### src/rtl/ins_cache_ctrl.sv
// Instruction cache controller: holds one ISA_DEPTH-word block of the program,
// refills it from instruction memory on a miss and serves hits to AP_ctrl.
//
// Memory read handshake: while mem_rd_req is high, mem_rd_addr is held stable.
// Each cycle with mem_rd_valid high transfers exactly one word for the current
// mem_rd_addr. The address then advances to the next word. After the last word
// of the block, mem_rd_req drops. mem_rd_valid outside a refill is ignored.
module ins_cache_ctrl #(
  parameter int ADDR_WIDTH_MEM  = 16,
  parameter int DATA_WIDTH      = 32,
  parameter int ISA_DEPTH       = 64,
  parameter int TOTAL_ISA_DEPTH = 128
) (
  input  logic                      clk,
  input  logic                      rst,
  input  logic [ADDR_WIDTH_MEM-1:0] addr_ins,
  input  logic                      ins_req,
  output logic                      mem_rd_req,
  output logic [ADDR_WIDTH_MEM-1:0] mem_rd_addr,
  input  logic                      mem_rd_valid,
  input  logic [DATA_WIDTH-1:0]     mem_rd_data,
  output logic [DATA_WIDTH-1:0]     ins_out,
  output logic                      ins_out_valid,
  output logic                      ins_cache_rdy,
  output logic [3:0]                st_cur_ins_cache,
  output logic [9:0]                load_times
);

  localparam int LOG2 = $clog2(ISA_DEPTH);

  // Reject parameter sets the block-index arithmetic cannot handle.
  if (ISA_DEPTH < 2 || (ISA_DEPTH & (ISA_DEPTH - 1)) != 0) begin : g_bad_depth
    $error("ISA_DEPTH must be a power of two >= 2");
  end
  if (TOTAL_ISA_DEPTH < ISA_DEPTH) begin : g_bad_total
    $error("TOTAL_ISA_DEPTH must be at least ISA_DEPTH");
  end

  typedef enum logic [3:0] {
    START    = 4'd1,
    LOAD_INS = 4'd2,
    SENT_INS = 4'd3
  } state_e;

  state_e                    state_q;
  logic [ADDR_WIDTH_MEM-1:0] base_q;
  logic [LOG2-1:0]           fill_q;
  logic [9:0]                load_times_q;
  logic                      mem_rd_req_q;
  logic [ADDR_WIDTH_MEM-1:0] mem_rd_addr_q;
  logic [DATA_WIDTH-1:0]     ins_out_q;
  logic                      ins_out_valid_q;
  logic                      ins_cache_rdy_q;
  logic [DATA_WIDTH-1:0]     mem_q [ISA_DEPTH];

  logic [ADDR_WIDTH_MEM-1:0] blk_base_d;
  logic [LOG2-1:0]           fill_d;
  logic [9:0]                load_times_d;
  logic                      same_blk;
  logic                      hit_cur;
  logic                      hit_after_fill;
  logic                      last_word;

  // Block-level address arithmetic and hit detection.
  always_comb begin
    blk_base_d     = {addr_ins[ADDR_WIDTH_MEM-1:LOG2], {LOG2{1'b0}}};
    fill_d         = fill_q + LOG2'(1);
    load_times_d   = 10'(base_q >> LOG2) + 10'd1;
    same_blk       = (addr_ins[ADDR_WIDTH_MEM-1:LOG2] == base_q[ADDR_WIDTH_MEM-1:LOG2]);
    hit_cur        = (load_times_q != 10'd0) && same_blk;
    hit_after_fill = (load_times_d != 10'd0) && same_blk;
    last_word      = (fill_q == LOG2'(ISA_DEPTH - 1));
  end

  // Controller FSM with all outputs registered.
  always_ff @(posedge clk or negedge rst) begin
    if (!rst) begin
      state_q         <= START;
      base_q          <= '0;
      fill_q          <= '0;
      load_times_q    <= '0;
      mem_rd_req_q    <= 1'b0;
      mem_rd_addr_q   <= '0;
      ins_out_q       <= '0;
      ins_out_valid_q <= 1'b0;
      ins_cache_rdy_q <= 1'b0;
    end else begin
      case (state_q)
        START: begin
          ins_out_valid_q <= 1'b0;
          if (!hit_cur) begin
            // Any miss refills, with or without a pending request.
            state_q         <= LOAD_INS;
            base_q          <= blk_base_d;
            fill_q          <= '0;
            load_times_q    <= '0;
            mem_rd_req_q    <= 1'b1;
            mem_rd_addr_q   <= blk_base_d;
            ins_cache_rdy_q <= 1'b0;
          end else if (ins_req) begin
            state_q         <= SENT_INS;
            ins_out_q       <= mem_q[addr_ins[LOG2-1:0]];
            ins_out_valid_q <= 1'b1;
            ins_cache_rdy_q <= 1'b0;
          end else begin
            ins_cache_rdy_q <= 1'b1;
          end
        end
        LOAD_INS: begin
          if (mem_rd_valid) begin
            fill_q <= fill_d;
            if (last_word) begin
              state_q         <= START;
              load_times_q    <= load_times_d;
              mem_rd_req_q    <= 1'b0;
              ins_cache_rdy_q <= hit_after_fill;
            end else begin
              // base is block-aligned, so OR-ing the offset is an add.
              mem_rd_addr_q <= base_q | ADDR_WIDTH_MEM'(fill_d);
            end
          end
        end
        SENT_INS: begin
          state_q         <= START;
          ins_out_valid_q <= 1'b0;
          ins_cache_rdy_q <= hit_cur;
        end
        default: begin
          state_q         <= START;
          ins_out_valid_q <= 1'b0;
          ins_cache_rdy_q <= 1'b0;
          mem_rd_req_q    <= 1'b0;
        end
      endcase
    end
  end

  // Block storage, written only by refill data.
  always_ff @(posedge clk) begin
    if (state_q == LOAD_INS && mem_rd_valid) begin
      mem_q[fill_q] <= mem_rd_data;
    end
  end

  assign mem_rd_req       = mem_rd_req_q;
  assign mem_rd_addr      = mem_rd_addr_q;
  assign ins_out          = ins_out_q;
  assign ins_out_valid    = ins_out_valid_q;
  assign ins_cache_rdy    = ins_cache_rdy_q;
  assign st_cur_ins_cache = state_q;
  assign load_times       = load_times_q;

endmodule

### config.mk
export PLATFORM = sky130hd
export DESIGN_NAME = ins_cache_ctrl
export DESIGN_NICKNAME = d
export VERILOG_FILES = /design/src/rtl/ins_cache_ctrl.sv
export SDC_FILE = /design/constraint.sdc
export NUM_CORES = 2
export LEC_CHECK = 0
export ABC_AREA = 0
export CAP_MARGIN = 20
export CORE_ASPECT_RATIO = 1.4
export CORE_MARGIN = 3
export CORE_UTILIZATION = 28
export CTS_BUF_LIST = sky130_fd_sc_hd__clkbuf_8
export DETAILED_ROUTE_END_ITERATION = 10
export GPL_TIMING_DRIVEN = 0
export PLACE_DENSITY_LB_ADDON = 0.2
export SYNTH_ARGS = -nofsm -noshare
export SYNTH_HDL_FRONTEND = slang
export SYNTH_SLANG_ARGS = --single-unit
### constraint.sdc
create_clock -name clk -period 3 [get_ports clk]
set_input_delay 0.9 -clock clk [delete_from_list [all_inputs] [get_ports clk]]
set_output_delay 0.9 -clock clk [all_outputs]
set_load 0.005 [all_outputs]
======== Yosys cells after proc, flatten, opt, wreduce, memory -nomap -nowiden ========
Memory sizes are Yosys's and may differ from the RTL's. A register that Yosys moved wholly into a read port is not among the register bits.
Cells that the tools add are included.
operators by class
  multiplexer cells ....................... 30
  add/subtract/negate cells ............... 2
  $lt $le $gt $ge ......................... 0
  multiply operators ...................... 0
  shift-type cells ........................ 0
  bitwise operators ....................... 3
  equal/unequal tests ..................... 10
  divide/modulo/power cells ............... 0
  reduce and logical (&&, ||, !) cells .... 15
operator list
  kind                   number
  $mux 16                3
  $pmux 16 s2            1
  $mux 10                3
  $pmux 10 s2            1
  $reduce_bool 10->1     2
  $mux 4                 4
  $or 16x6->16           1
  $mux 6                 2
  $pmux 6 s2             1
  $reduce_and 4->1       3
  $mux 1                 11
  $add 10x1->10 const B  1
  $eq 10x10->1           1
  $reduce_and 3->1       3
  $eq 4x2->1 const B     2
  $ne 2x2->1 const B     4
  $pmux 4 s2             1
  $add 6x1->6 const B    1
  $eq 6x6->1 const B     1
  $pmux 1 s3             2
  $eq 4x1->1 const B     1
  $reduce_and 2->1       2
  $logic_and 1x1->1      3
  $ne 3x3->1 const B     1
  4 further kinds        5
storage, ports and cells
  memories ................................ 1
  output and inout bits ................... 65
  RAM bits ................................ 2048
  flip-flop bits (word level) ............. 49
  bits in latches ......................... 0
  word-level logic and storage cells ...... 69
  ROM bits ................................ 0
memories
  memory  words  bits a word  read ports  clocked after memory_dff  write ports  RTL line  RTL
  mem_q   64     32           1           1                         1            54        logic [DATA_WIDTH-1:0] mem_q [ISA_DEPTH];

======== Logic depth before layout (Yosys ltp) ========
  depth after elaboration ................. 6
  mapped depth ............................ 9
  depth with buffers taken out ............ 6

======== Least setup slack after synthesis ========
Ideal clock, no wire load.
  path kind ............................... input to register
  start point ............................. in mem_rd_valid
  end point ............................... mem mem_q[59][0], enable pin
  cell stages on the path ................. 4
  path buffers ............................ 1
  setup slack ............................. -294 ps
  required time ........................... 2579 ps
  library setup time ...................... 421 ps
  arrival time ............................ 2873 ps
  path through ............................ and2_1 > clkbuf_1 > nand3_1 > nor2_1
between the ends
  longest elaborated chain between the ends .. 3
RTL lines
  element                       RTL line  RTL
  from (decl)                   20        input logic mem_rd_valid,
  $logic_and 1x1->1             140       if (state_q == LOAD_INS && mem_rd_valid) begin
  $mux 1                        140
  $mux 1 (not written as such)  141       mem_q[fill_q] <= mem_rd_data;
  to (decl)                     54
Every way passes these cells.

==> impl_metrics.json <==
{
  "clock_insertion_delay_worst_skew_ns": 0.92,
  "p_leak_nw": 32.05,
  "drv.max_cap_violation_count": 0,
  "layout-drive-gt1-share": 0.2434,
  "coreArea_sq_um": 290400,
  "detailroute.wirelength.met3_um": 12640,
  "synth_cell_type_count": 57,
  "timing_worst_setup_path_type": "in -> reg",
  "cts_tree": "yes",
  "worst-path-max-fanout": 15,
  "setup_repair_after_global_routing_missed_its_margin": "true",
  "rows": 234,
  "outcome": "finished, violations left",
  "max_freq_mhz": 321.0,
  "grt_antenna_before_repair": 23,
  "syn-instance-count": 4148,
  "cts_inserted_buffers": 324,
  "crit_path_top_delay_cell": "sky130_fd_sc_hd__a21boi_0",
  "postLayoutSetupSlackWorst_ns": -0.1151,
  "async_flop_share": 0.03714,
  "worst-r2r-cell-count": 5,
  "cp.depth": 9,
  "type_of_destination_of_the_critical_path": "flop",
  "min_path_type": "in -> reg",
  "drtPass1Iterations": 5,
  "cp-start-kind": "input port",
  "finalSetupViolations": 13,
  "crit_top_cell": "sky130_fd_sc_hd__o211ai_1",
  "cts_num_sinks": 2127,
  "initial_core_util": 0.2815,
  "die_boundary_width_um": 462.7,
  "worst-endpoint-required_ns": 3.85,
  "met2_wirelength_um": 140500,
  "finalHoldViolCount": 0,
  "routedLengthMet1_um": 100500,
  "placed_cell_area_sq_um": 90380,
  "grt_pass1_vias": 45173,
  "num_vias": 43033,
  "final_design_area_no_fill_sq_um": 97540,
  "clockRootBuffer": "sky130_fd_sc_hd__clkbuf_8",
  "synth_ff_type": "sky130_fd_sc_hd__edfxtp_1",
  "global_router_s_overall_resource_usage": 0.1738,
  "power_density_nw_per_um2": 615.4,
  "synth.cell_area_sq_um": 81770,
  "synth.yosys.warnings": 0,
  "critical_path_buf_inv_count": 4,
  "worst_pin_slew_ns": 1.141,
  "power.ir.vdd_worst_v": 0.0004332,
  "drt_iter0_drc": 3835,
  "total_power_w": 0.06003,
  "grt_overflow": 0,
  "critical_path.max_stage_delay_ns": 0.88,
  "crit_path_cell_trace": "clkdlybuf4s50_1 > buf_2 > nor2b_1 > clkbuf_2 > buf_8 > a22oi_1 > a21boi_0 > o211ai_1 > o211ai_1",
  "finalCriticalPeriod_ns": 3.115,
  "buffer_ports.inserted": 111,
  "synth_enable_flop_cells": 2048,
  "post_synth.cell_area_avg_sq_um": 19.71,
  "worst-endpoint-arrival_ns": 3.96,
  "wl_per_cell_um": 29.84,
  "final-max-slew-violation-count": 0,
  "die-area_sq_um": 298600,
  "critPathTopFamily": "buffers and inverters",
  "fin_skew_ns": 0.04720,
  "fp.dieH_um": 645.4,
  "wire_length_of_the_first_global_routing_pass_um": 364600,
  "drt-total-wl_um": 265500,
  "worst_setup_hold_path_clk_slew_ns": 0.06,
  "syn_to_final_growth_pct": 19.28,
  "maxSlewHeadroom": 0.2391,
  "drt-vias-per-instance": 4.836,
  "drt.antenna.violating_nets": 0,
  "place.detailed.hpwl_um": 183200,
  "max-clock-path-buffers": 4,
  "dr.max_layer_used": "met5",
  "synth_seq_area_share": 0.7763,
  "drc": 0,
  "io_pins": 117,
  "hold-path-cell-count": 1,
  "fin_nets": 4823,
  "cts.htree.levels": 5,
  "yosys_register_bits": 2127,
  "routabilityCongestion": 0.8413,
  "grt_start_max_net_pins": 65,
  "violated_checks": "setup timing",
  "final_min_period_over_clock_period": 1.038
}
[path summary, 6_finish.rpt]
check                                      startpoint                          to  slack (ns)
max                                       addr_ins[1]      ins_out[2]$_DFFE_PN0P_       -0.12
min                                    mem_rd_data[3]      mem_q[45][3]$_DFFE_PP_        0.24
max reg2reg                     fill_q[4]$_DFFE_PN0P_     mem_q[11][12]$_DFFE_PP_        0.13
min reg2reg                mem_rd_addr[4]$_DFFE_PN0P_  mem_rd_addr[4]$_DFFE_PN0P_        0.48
max in group asynchronous                         rst     ins_out[17]$_DFFE_PN0P_        1.79
min in group asynchronous                         rst  mem_rd_addr[2]$_DFFE_PN0P_        0.53
[power breakdown]
part / internal, W / leakage (nW) / switching [W]
Clock: 0.0107 / 3.28 / 0.0112
Combinational: 0.00176 / 9.33 / 0.00332
Sequential: 0.0329 / 19.4 / 0.000186
[cells by family after synthesis]
kind of cell,count (synthesis),synth area share
xor gates and xnor gates,24,0.002571
adders and majority gates,2,0.0003060
AOI/OAI and AO/OA,547,0.04632
and+or+nand+nor,396,0.02349
other,1,0.00004586
muxes,791,0.1363
buffers and inverters,260,0.01464
DFF,2127,0.7763
[layout make-up]
| cell class | instances | area, sq um |
|---|---|---|
| clock inverter | 222 | 1040 |
| clock buffer | 334 | 4597 |
| inverter | 2 | 7.507 |
| antenna | 6 | 15.01 |
| multi-input combinational | 1762 | 18020 |
| fill | 28008 | 192900 |
| buffer | 253 | 1318 |
| sequential | 2127 | 63490 |
| tap | 3894 | 4872 |
| timing repair buffer | 299 | 4182 |
[layout by cell type, fill, tap and decap left out, types with 11 or more instances in the layout]
cell	synthesis	final
sky130_fd_sc_hd__edfxtp_1	2048	2048
sky130_fd_sc_hd__mux2i_1	514	514
sky130_fd_sc_hd__clkbuf_8	0	334
sky130_fd_sc_hd__mux4_2	256	256
sky130_fd_sc_hd__a22oi_1	224	223
sky130_fd_sc_hd__o22ai_1	139	138
sky130_fd_sc_hd__nand2_1	138	134
sky130_fd_sc_hd__inv_1	2	109
sky130_fd_sc_hd__buf_2	116	108
sky130_fd_sc_hd__buf_4	6	103
sky130_fd_sc_hd__buf_12	0	94
sky130_fd_sc_hd__a21oi_1	83	73
sky130_fd_sc_hd__nand3_1	77	72
sky130_fd_sc_hd__dfrtp_1	78	71
sky130_fd_sc_hd__nor2_4	1	67
sky130_fd_sc_hd__clkdlybuf4s50_1	0	67
sky130_fd_sc_hd__clkinv_1	0	65
sky130_fd_sc_hd__clkbuf_1	111	54
sky130_fd_sc_hd__clkbuf_2	1	52
sky130_fd_sc_hd__o211ai_1	48	48
sky130_fd_sc_hd__clkinv_2	0	31
sky130_fd_sc_hd__buf_16	0	29
sky130_fd_sc_hd__nor4_4	2	17
sky130_fd_sc_hd__xor2_1	16	16
sky130_fd_sc_hd__a311o_1	16	16
sky130_fd_sc_hd__mux2_2	16	16
sky130_fd_sc_hd__buf_1	17	12
sky130_fd_sc_hd__and3_1	19	11
sky130_fd_sc_hd__nor4_2	0	11
[cell usage after synthesis (3+ instances only)]
cell type	instances	area share
sky130_fd_sc_hd__a21boi_0	16	0.0015
sky130_fd_sc_hd__a21o_1	5	0.00046
sky130_fd_sc_hd__a21oi_1	83	0.0051
sky130_fd_sc_hd__a22o_1	4	0.00043
sky130_fd_sc_hd__a22oi_1	224	0.021
sky130_fd_sc_hd__a311o_1	16	0.0020
sky130_fd_sc_hd__and2_1	3	0.00023
sky130_fd_sc_hd__and3_1	19	0.0015
sky130_fd_sc_hd__buf_1	17	0.00078
sky130_fd_sc_hd__buf_2	116	0.0071
sky130_fd_sc_hd__buf_4	6	0.00055
sky130_fd_sc_hd__buf_6	7	0.00096
sky130_fd_sc_hd__clkbuf_1	111	0.0051
sky130_fd_sc_hd__dfrtp_1	78	0.024
sky130_fd_sc_hd__edfxtp_1	2048	0.75
sky130_fd_sc_hd__mux2_1	5	0.00069
sky130_fd_sc_hd__mux2_2	16	0.0022
sky130_fd_sc_hd__mux2i_1	514	0.063
sky130_fd_sc_hd__mux4_2	256	0.071
sky130_fd_sc_hd__nand2_1	138	0.0063
sky130_fd_sc_hd__nand2b_1	3	0.00023
sky130_fd_sc_hd__nand3_1	77	0.0047
sky130_fd_sc_hd__nand4_1	7	0.00054
sky130_fd_sc_hd__nand4b_1	3	0.00032
sky130_fd_sc_hd__nand4bb_1	3	0.00041
sky130_fd_sc_hd__nor2_1	77	0.0035
sky130_fd_sc_hd__nor2b_1	8	0.00061
sky130_fd_sc_hd__nor3_1	4	0.00024
sky130_fd_sc_hd__nor4_1	36	0.0028
sky130_fd_sc_hd__o211ai_1	48	0.0044
sky130_fd_sc_hd__o21ai_0	4	0.00024
sky130_fd_sc_hd__o22ai_1	139	0.011
sky130_fd_sc_hd__o2bb2ai_1	3	0.00032
sky130_fd_sc_hd__or2_2	3	0.00023
sky130_fd_sc_hd__xnor2_1	8	0.00086
sky130_fd_sc_hd__xor2_1	16	0.0017
[stage by stage]
step                       TNS, ns  setup WS (ns)  hold WS (ns)    util  std cells
after floorplan            -477.19        -0.2942        0.4711       -       4149
after global placement    -9139.63         -3.625        0.4682  0.3021       8154
after detailed placement  -1575.98         -2.143        0.4716  0.3112       8263
after CTS                   -14.82        -0.2548        0.1453  0.3351       8879
after global routing       -0.1026       -0.01623        0.1897  0.3358       8894
final                      -0.5940        -0.1151        0.2444  0.3358       8899
[registers in the layout, indices dropped and copies added, names as in the netlist]
signal and cells:
base_q 10, fill_q 6, ins_cache_rdy 1, ins_out 32, ins_out_valid 1, load_times 10, mem_q 2048, mem_rd_addr 16
mem_rd_req 1, st_cur_ins_cache 2
[metal layers]
metal | global-route usage | vias up
li1 | - | 18332
met1 | 0.2005 | 22995
met2 | 0.3199 | 1291
met3 | 0.02627 | 411
met4 | 0.07177 | 4
met5 | 0 | -
[what timing repair did]
action,CTS,global route
setup endpoints to repair,2052,676
endpoints found under the hold margin,42,0
setup buffers,64,14
pin swaps,41,9
hold buffers,1,0
gates resized for setup,170,44
(Power assumes the default switching activity.)
